File: config.mk
export PLATFORM = sky130hd
export DESIGN_NAME = dla_hld_ram_read_credit_buffer
export DESIGN_NICKNAME = d
export VERILOG_FILES = /design/src/rtl/dla_hld_ram_read_credit_buffer.sv
export SDC_FILE = /design/constraint.sdc
export NUM_CORES = 1
export LEC_CHECK = 0
export CAP_MARGIN = 10
export CORE_ASPECT_RATIO = 2
export CORE_MARGIN = 2
export CORE_UTILIZATION = 35
export CTS_BUF_LIST = sky130_fd_sc_hd__clkbuf_16
export DETAILED_ROUTE_END_ITERATION = 8
export GPL_TIMING_DRIVEN = 1
export PLACE_DENSITY_LB_ADDON = 0.25
export SLEW_MARGIN = 10
export SYNTH_ARGS = -nofsm -noshare
export SYNTH_HDL_FRONTEND = slang
export SYNTH_SLANG_ARGS = --single-unit
File: constraint.sdc
create_clock -name clock -period 3.44 [get_ports clock]
set_clock_uncertainty 0.2 [all_clocks]
set_input_delay 0.688 -clock clock [delete_from_list [all_inputs] [get_ports clock]]
set_output_delay 0.688 -clock clock [all_outputs]
set_load 0.02 [all_outputs]
File: src/rtl/dla_hld_ram_read_credit_buffer.sv
// -----------------------------------------------------------------------------
// dla_hld_ram_read_credit_buffer
//
// Read-side front end for one port of a depth-stitched dual-port RAM.
// Accepts a valid/ready address stream and issues single-cycle reads to the RAM.
// The RAM has a fixed READ_LATENCY. Returned words are captured in a small
// response FIFO. A request is accepted only while a credit is free. A credit is
// a FIFO slot not already claimed by a buffered word or a read in flight. So a
// downstream stall can never drop a returning word.
//
// Optional feature (compile-time macro DLA_HLD_RAM_READ_CREDIT_BUFFER_BYPASS_EN):
//   When defined, a word returning into an empty FIFO is presented on rsp_*
//   combinationally in the same cycle. If it is accepted there, it never enters
//   the FIFO. When undefined, rsp_* come only from registers and FIFO storage.
//
// Ports:
//   clock            in   sole clock
//   reset            in   asynchronous, active-high reset
//   req_valid        in   read request present
//   req_ready        out  request accepted when req_valid && req_ready
//   req_address      in   logical read address
//   ram_address      out  address to RAM port
//   ram_read_enable  out  read strobe to RAM port
//   ram_in_clock_en  out  constant 1
//   ram_out_clock_en out  constant 1
//   ram_readdata     in   RAM data, valid READ_LATENCY clocks after the strobe
//   rsp_valid        out  response word available
//   rsp_ready        in   downstream accepts response
//   rsp_data         out  response word (0 while nothing is available)
//   outstanding      out  in-flight reads plus buffered words
// -----------------------------------------------------------------------------
module dla_hld_ram_read_credit_buffer #(
  parameter int ADDR_WIDTH   = 10,
  parameter int DATA_WIDTH   = 32,
  parameter int READ_LATENCY = 3,
  parameter int BUFFER_DEPTH = 5
) (
  input  logic                                  clock,
  input  logic                                  reset,
  input  logic                                  req_valid,
  output logic                                  req_ready,
  input  logic [ADDR_WIDTH-1:0]                 req_address,
  output logic [ADDR_WIDTH-1:0]                 ram_address,
  output logic                                  ram_read_enable,
  output logic                                  ram_in_clock_en,
  output logic                                  ram_out_clock_en,
  input  logic [DATA_WIDTH-1:0]                 ram_readdata,
  output logic                                  rsp_valid,
  input  logic                                  rsp_ready,
  output logic [DATA_WIDTH-1:0]                 rsp_data,
  output logic [$clog2(BUFFER_DEPTH+1)-1:0]     outstanding
);

  localparam int CNT_W = $clog2(BUFFER_DEPTH + 1);
  localparam int PTR_W = (BUFFER_DEPTH > 1) ? $clog2(BUFFER_DEPTH) : 1;
  localparam logic [CNT_W-1:0] DEPTH_C  = CNT_W'(BUFFER_DEPTH);
  localparam logic [PTR_W-1:0] LAST_PTR = PTR_W'(BUFFER_DEPTH - 1);

  logic [CNT_W-1:0]        r_outstanding;
  logic [CNT_W-1:0]        r_count;
  logic [PTR_W-1:0]        r_rd_ptr;
  logic [PTR_W-1:0]        r_wr_ptr;
  logic [READ_LATENCY-1:0] r_valid_pipe;
  logic [DATA_WIDTH-1:0]   r_mem [BUFFER_DEPTH];

  logic                    w_issue;
  logic                    w_pop;
  logic                    w_last;
  logic                    w_fifo_empty;
  logic                    w_fifo_wr;
  logic                    w_fifo_rd;
  logic [DATA_WIDTH-1:0]   w_head;

  // Credit check uses only the registered count. That keeps rsp_ready off the
  // combinational path to req_ready.
  assign req_ready        = !reset && (r_outstanding < DEPTH_C);
  assign w_issue          = req_valid && req_ready;
  assign ram_read_enable  = w_issue;
  assign ram_address      = req_address;
  assign ram_in_clock_en  = 1'b1;
  assign ram_out_clock_en = 1'b1;
  assign outstanding      = r_outstanding;

  assign w_last       = r_valid_pipe[READ_LATENCY-1];
  assign w_fifo_empty = (r_count == '0);
  assign w_head       = r_mem[r_rd_ptr];

`ifdef DLA_HLD_RAM_READ_CREDIT_BUFFER_BYPASS_EN
  // An empty FIFO lets the returning word through directly. The word is stored
  // only when the consumer does not take it this cycle.
  assign rsp_valid = !w_fifo_empty || w_last;
  assign rsp_data  = !w_fifo_empty ? w_head : (w_last ? ram_readdata : '0);
  assign w_fifo_wr = w_last && !(w_fifo_empty && rsp_ready);
`else
  assign rsp_valid = !w_fifo_empty;
  assign rsp_data  = w_fifo_empty ? '0 : w_head;
  assign w_fifo_wr = w_last;
`endif

  assign w_pop     = rsp_valid && rsp_ready;
  // A bypassed pop does not touch FIFO storage.
  assign w_fifo_rd = w_pop && !w_fifo_empty;

  // This shift register mirrors the RAM's read latency. It marks which cycles
  // carry real data on ram_readdata.
  always_ff @(posedge clock or posedge reset) begin
    if (reset) begin
      r_valid_pipe <= '0;
    end else begin
      for (int i = READ_LATENCY - 1; i > 0; i--) begin
        r_valid_pipe[i] <= r_valid_pipe[i-1];
      end
      r_valid_pipe[0] <= w_issue;
    end
  end

  always_ff @(posedge clock or posedge reset) begin
    if (reset) begin
      r_outstanding <= '0;
      r_count       <= '0;
      r_rd_ptr      <= '0;
      r_wr_ptr      <= '0;
    end else begin
      r_outstanding <= r_outstanding + CNT_W'(w_issue) - CNT_W'(w_pop);
      r_count       <= r_count + CNT_W'(w_fifo_wr) - CNT_W'(w_fifo_rd);
      // Explicit wrap so that non-power-of-two depths work.
      if (w_fifo_wr) begin
        r_wr_ptr <= (r_wr_ptr == LAST_PTR) ? '0 : r_wr_ptr + PTR_W'(1);
      end
      if (w_fifo_rd) begin
        r_rd_ptr <= (r_rd_ptr == LAST_PTR) ? '0 : r_rd_ptr + PTR_W'(1);
      end
    end
  end

  // Storage is left unreset. Its contents are only observed behind r_count.
  always_ff @(posedge clock) begin
    if (w_fifo_wr) begin
      r_mem[r_wr_ptr] <= ram_readdata;
    end
  end

  // Credit invariants. Any firing here means the credit accounting is broken.
  always @(posedge clock) begin
    if (!reset) begin
      assert (!(w_fifo_wr && (r_count == DEPTH_C)));
      assert (!(w_issue && !w_pop && (r_outstanding == DEPTH_C)));
      assert (!(w_pop && !w_issue && (r_outstanding == '0)));
    end
  end

endmodule
# Word-level counts from Yosys, hierarchy flattened
# Memory sizes are Yosys's and may differ from the RTL's.
# Cells that the tools add are included.
# totals
input_bits	46
wordCells	27
ram_bits	160
out_inout_bits	50
mem_count	1
register_bits	15
# op_classes
reduce_logical	7
muxes	5
order_cmp	1
n_eq_ne	2
addsub	6
# memory_table
name	depth	width	read_ports	rd_ports_with_merged_regs	write_ports	line	source
r_mem	5	32	1	0	1	64	logic [DATA_WIDTH-1:0] r_mem [BUFFER_DEPTH];
# ops
op	n
two-way mux 32 bit	1
adder 3 x 1 -> 3 bit	2
adder 3 x 1 -> 3 bit (second input constant)	2
equality test 3 bit (second input constant)	2
two-way mux 3 bit	2
subtractor 3 x 1 -> 3 bit	2
logical AND 1 bit	4
zero test 3 bit	1
< comparator 3 bit (second input constant)	1
zero test 1 bit	2
two-way mux 1 bit	2

# Depth between registers and ports, before layout
# Gate-level depths: netlist of run 1.
# logic_depth
ltp_word	5
mapped_depth	8
ltp_nobuf	8

# Worst setup path before layout of run 1
# No wires, ideal clock.
# synth_timing
path_type	register to register
startpoint	register r_valid_pipe[2]
endpoint	memory r_mem[4][0] (enable)
setup_time_ps	468
n_path_buf	1
required_ps	2772
arrival_time_ps	3043
slack_ps	-271
path_stages_with_launch	4
period_less_slack_ps	3711
path_cell_list	dfrtp_1 clkbuf_1 nand2_1 nor3b_1
# synth_via
elab_chain_cells	2
# synth_lines
element	line	source
start: declaration	63	logic [READ_LATENCY-1:0] r_valid_pipe;
start signal: indexed assignment	111	r_valid_pipe[i] <= r_valid_pipe[i-1];
two-way mux 1 bit	138	if (w_fifo_wr) begin
two-way mux 1 bit (implied by the code)	139	r_mem[r_wr_ptr] <= ram_readdata;
end: declaration	64	
# Every way passes these cells.

# Worst setup path after layout of run 1
# layout_timing
startpoint	register r_rd_ptr[0]
endpoint	output rsp_data[30]
# layout_via
elab_chain_cells	2
# layout_lines
element	line	source
start: declaration	61	logic [PTR_W-1:0] r_rd_ptr;
start signal: assignment	131	r_rd_ptr <= (r_rd_ptr == LAST_PTR) ? '0 : r_rd_ptr + PTR_W'(1);
memory read (5 x 32 bit)	-	
two-way mux 32 bit	96	assign rsp_data = w_fifo_empty ? '0 : w_head;
end: declaration	50	output logic [DATA_WIDTH-1:0] rsp_data,
# Every way passes these cells.

==> results of run 1 <==
what timing repair did:
action	in CTS	in global routing
setup endpoints to repair	2	0
hold buffers	0	0
resized for setup	1	0
setup buffers	0	0
metrics by stage:
step / cell area, µm² / setup slack (ps) / instances / total power [mW] / hold WS (ps)
after global routing: 8640 / 13.6 / 714 / 7.64 / 183
after floorplan: 7000 / 661 / 360 / 4.44 / 131
after detailed placement: 8030 / 310 / 681 / 5.50 / 139
after global placement: 8030 / 366 / 681 / 5.44 / 147
after CTS: 8640 / 40.7 / 714 / 7.40 / 176
final: 8640 / 113 / 714 / 7.25 / 175
report_power, final:
group	switching [mW]	internal, mW
clock	0.853	0.959
combinational	1.31	1.34
sequential	0.208	2.58
cell type report:
type                            instances  area share [%]
Sequential cell                       175            60.1
Multi-Input combinational cell        142            18.4
Timing Repair Buffer                   88            10.5
Clock buffer                           17            4.93
Tap cell                              262            3.80
Clock inverter                         15            1.67
Inverter                               15           0.652
layer usage:
metal	GRT usage [%]	part of all wire (%)
met5	0	0.11
met4	6.85	2.4
met3	3.10	3.1
met2	25.5	57
met1	13.8	37
state kept, by name (all words and copies together) (netlist names):
name	count
r_rd_ptr	3
r_wr_ptr	3
r_mem	160
r_valid_pipe	3
r_count	3
outstanding	3
worst max-delay path: stages (launching register included):
cell and delay (ps):
dfrtp_2 400, bufbuf_16 340, mux4_2 510, mux2i_1 140
nor2_1 70, clkdlybuf4s50_1 540
cells by family after synthesis:
group / synth area share (%)
muxes: 15.3
xor gates and xnor gates: 0.376
other: 0.0537
DFF: 74.2
AOI/OAI and AO/OA: 0.986
and+or+nand+nor: 2.89
buffers and inverters: 3.84
adders and majority gates: 2.37
final timing paths:
path                                  from               to  slack, ps  cells past startpoint
min in group asynchronous            reset      r_rd_ptr[2]        470                      2
setup reg to reg           r_valid_pipe[2]      r_mem[4][4]       1170                      3
max in group asynchronous            reset      r_rd_ptr[1]       2140                      2
setup / recovery               r_rd_ptr[0]     rsp_data[30]        110                      5
hold / removal             r_valid_pipe[1]  r_valid_pipe[2]        180                      0
hold reg to reg            r_valid_pipe[1]  r_valid_pipe[2]        180                      0
cells in the mapped netlist:
master    count
buf_4        12
nor3_1        3
clkbuf_1      4
buf_8         1
o31a_1        2
and2_1        1
mux4_2       28
nand2b_1      1
mux4_1        4
a21oi_1       1
ha_1         10
inv_1        15
mux2i_1      32
nand3_1       2
nor3b_1       1
xor2_1        1
nor2_1       34
a22o_1        1
dfrtp_1      15
o21ai_0       6
buf_6         1
xnor2_1       2
a211oi_1      1
buf_12        2
conb_1        1
nor2b_1       1
buf_2         8
edfxtp_1    160
fa_1          2
nand2_1       6
mux2_2        1
==> qor.csv, run 1 <==
stage,metric,value,unit
placement,port_buffers,73,
placement,hpwlAfterDp,8.51,mm
drt,drc_errors,0,
setup_path,worstSetupPathType,reg2out,
logic_synthesis,ys_types,31,
cells_and_area,seqCellArea,5190,µm²
clock_tree,cts-root-buf,clkbuf_16,
placement,place_congestion,0.720,
cells_and_area,fill_cells,1792,
timing,max_freq,301,MHz
status,status,"complete, no violations",
setup_path,arrival,2440,ps
power_and_ir_drop,peakVddDrop,0.000346,V
cells_and_area,utilization,43.8,%
drt,routed_wl,13.4,mm
clock_tree,cts_buffer_depth,2,
clock_tree,cts_sinks,175,
grt,grt_antenna_before_repair,1,
logic_synthesis,syn-instance-count,359,
logic_synthesis,synth-seq-cells,175,
setup_path,cp.required,2550,ps
grt,grt_max_degree,26,
drt,ant_nets,0,
logic_synthesis,netlist_top_cells_area,"edfxtp_1, mux4_2, dfrtp_1, mux2i_1, nor2_1",
die,die_w,104,µm
timing,grt_setup_unrepaired,no,
clock_tree,cts_made_buffers,17,
die,io_pins,96,
power_and_ir_drop,power-per-cell-area,839,nW/µm²
setup_path,cp-start-kind,flip-flop,
cells_and_area,fin_nets,497,
timing,finalSetupViolCount,0,
grt,grt_overflow_total,0,
grt,grt_use_total,13.5,%
min_path,hp-class,reg2reg,
timing,fin_crit,3330,ps
timing,tightestPinTransition,682,ps
drt,first_iter_violations,134,
timing,max_slew_margin,54.5,%
timing,slew_viol_final,0,
die,initial_core_util,35.4,%
cells_and_area,drive_gt1_share,18.8,%
logic_synthesis,syn_area_per_cell,19.4,µm²
die,coreArea,19700,µm²
drt,via_per_inst,4.73,
cells_and_area,layout_common_cells,"edfxtp_1, clkdlybuf4s50_1, mux2i_1, nor2_1, mux4_2",
die,dieArea,21200,µm²
logic_synthesis,netlist_area,6980,µm²
timing,fin_crit_sh,96.7,%
logic_synthesis,yosysTopAreaCellShare,68.8,%
grt,grt_pass1_vias,3756,
clock_tree,cts_tree,yes,
clock_tree,clk_pin_slew,60,ps
timing,hold_viol,0,
run,max_cap_violations,0,
setup_path,end_kind,output port,
drt,dr_total_vias,3375,
logic_synthesis,synth_top_area_cell,edfxtp_1,
setup_path,cp_max_fo,18,
cells_and_area,final_common_cell,edfxtp_1,
logic_synthesis,yosysWarnings,0,
clock_tree,clock_latency,420,ps
drt,post_drt_wl_per_cell,18.7,µm
power_and_ir_drop,p_leak,2.92,nW
clock_tree,htree_levels,4,
cells_and_area,syn_to_final_growth,23.7,%
drt,drt-pass1-iter-count,4,
cells_and_area,multi_input_area,1590,µm²
cells_and_area,diodes,0,
timing,finalSetupTns,0,ps
grt,grt_pass1_wl,21.1,mm
die,row_count,73,
logic_synthesis,yosysSeqAreaShare,74.2,%
die,die_h,204,µm
No activity file was read; power rests on OpenSTA's default activity.
==> run 2, diff against run 1 <==
--- a/config.mk
+++ b/config.mk
@@ -9,11 +9,10 @@
 export CORE_ASPECT_RATIO = 2
 export CORE_MARGIN = 2
 export CORE_UTILIZATION = 35
-export CTS_BUF_LIST = sky130_fd_sc_hd__clkbuf_16
 export DETAILED_ROUTE_END_ITERATION = 8
 export GPL_TIMING_DRIVEN = 1
 export PLACE_DENSITY_LB_ADDON = 0.25
-export SLEW_MARGIN = 10
+export SLEW_MARGIN = 20
 export SYNTH_ARGS = -nofsm -noshare
 export SYNTH_HDL_FRONTEND = slang
 export SYNTH_SLANG_ARGS = --single-unit
==> results of run 2 <==
Same layout as run 1: the final DEF is identical, and so are final timing and power.
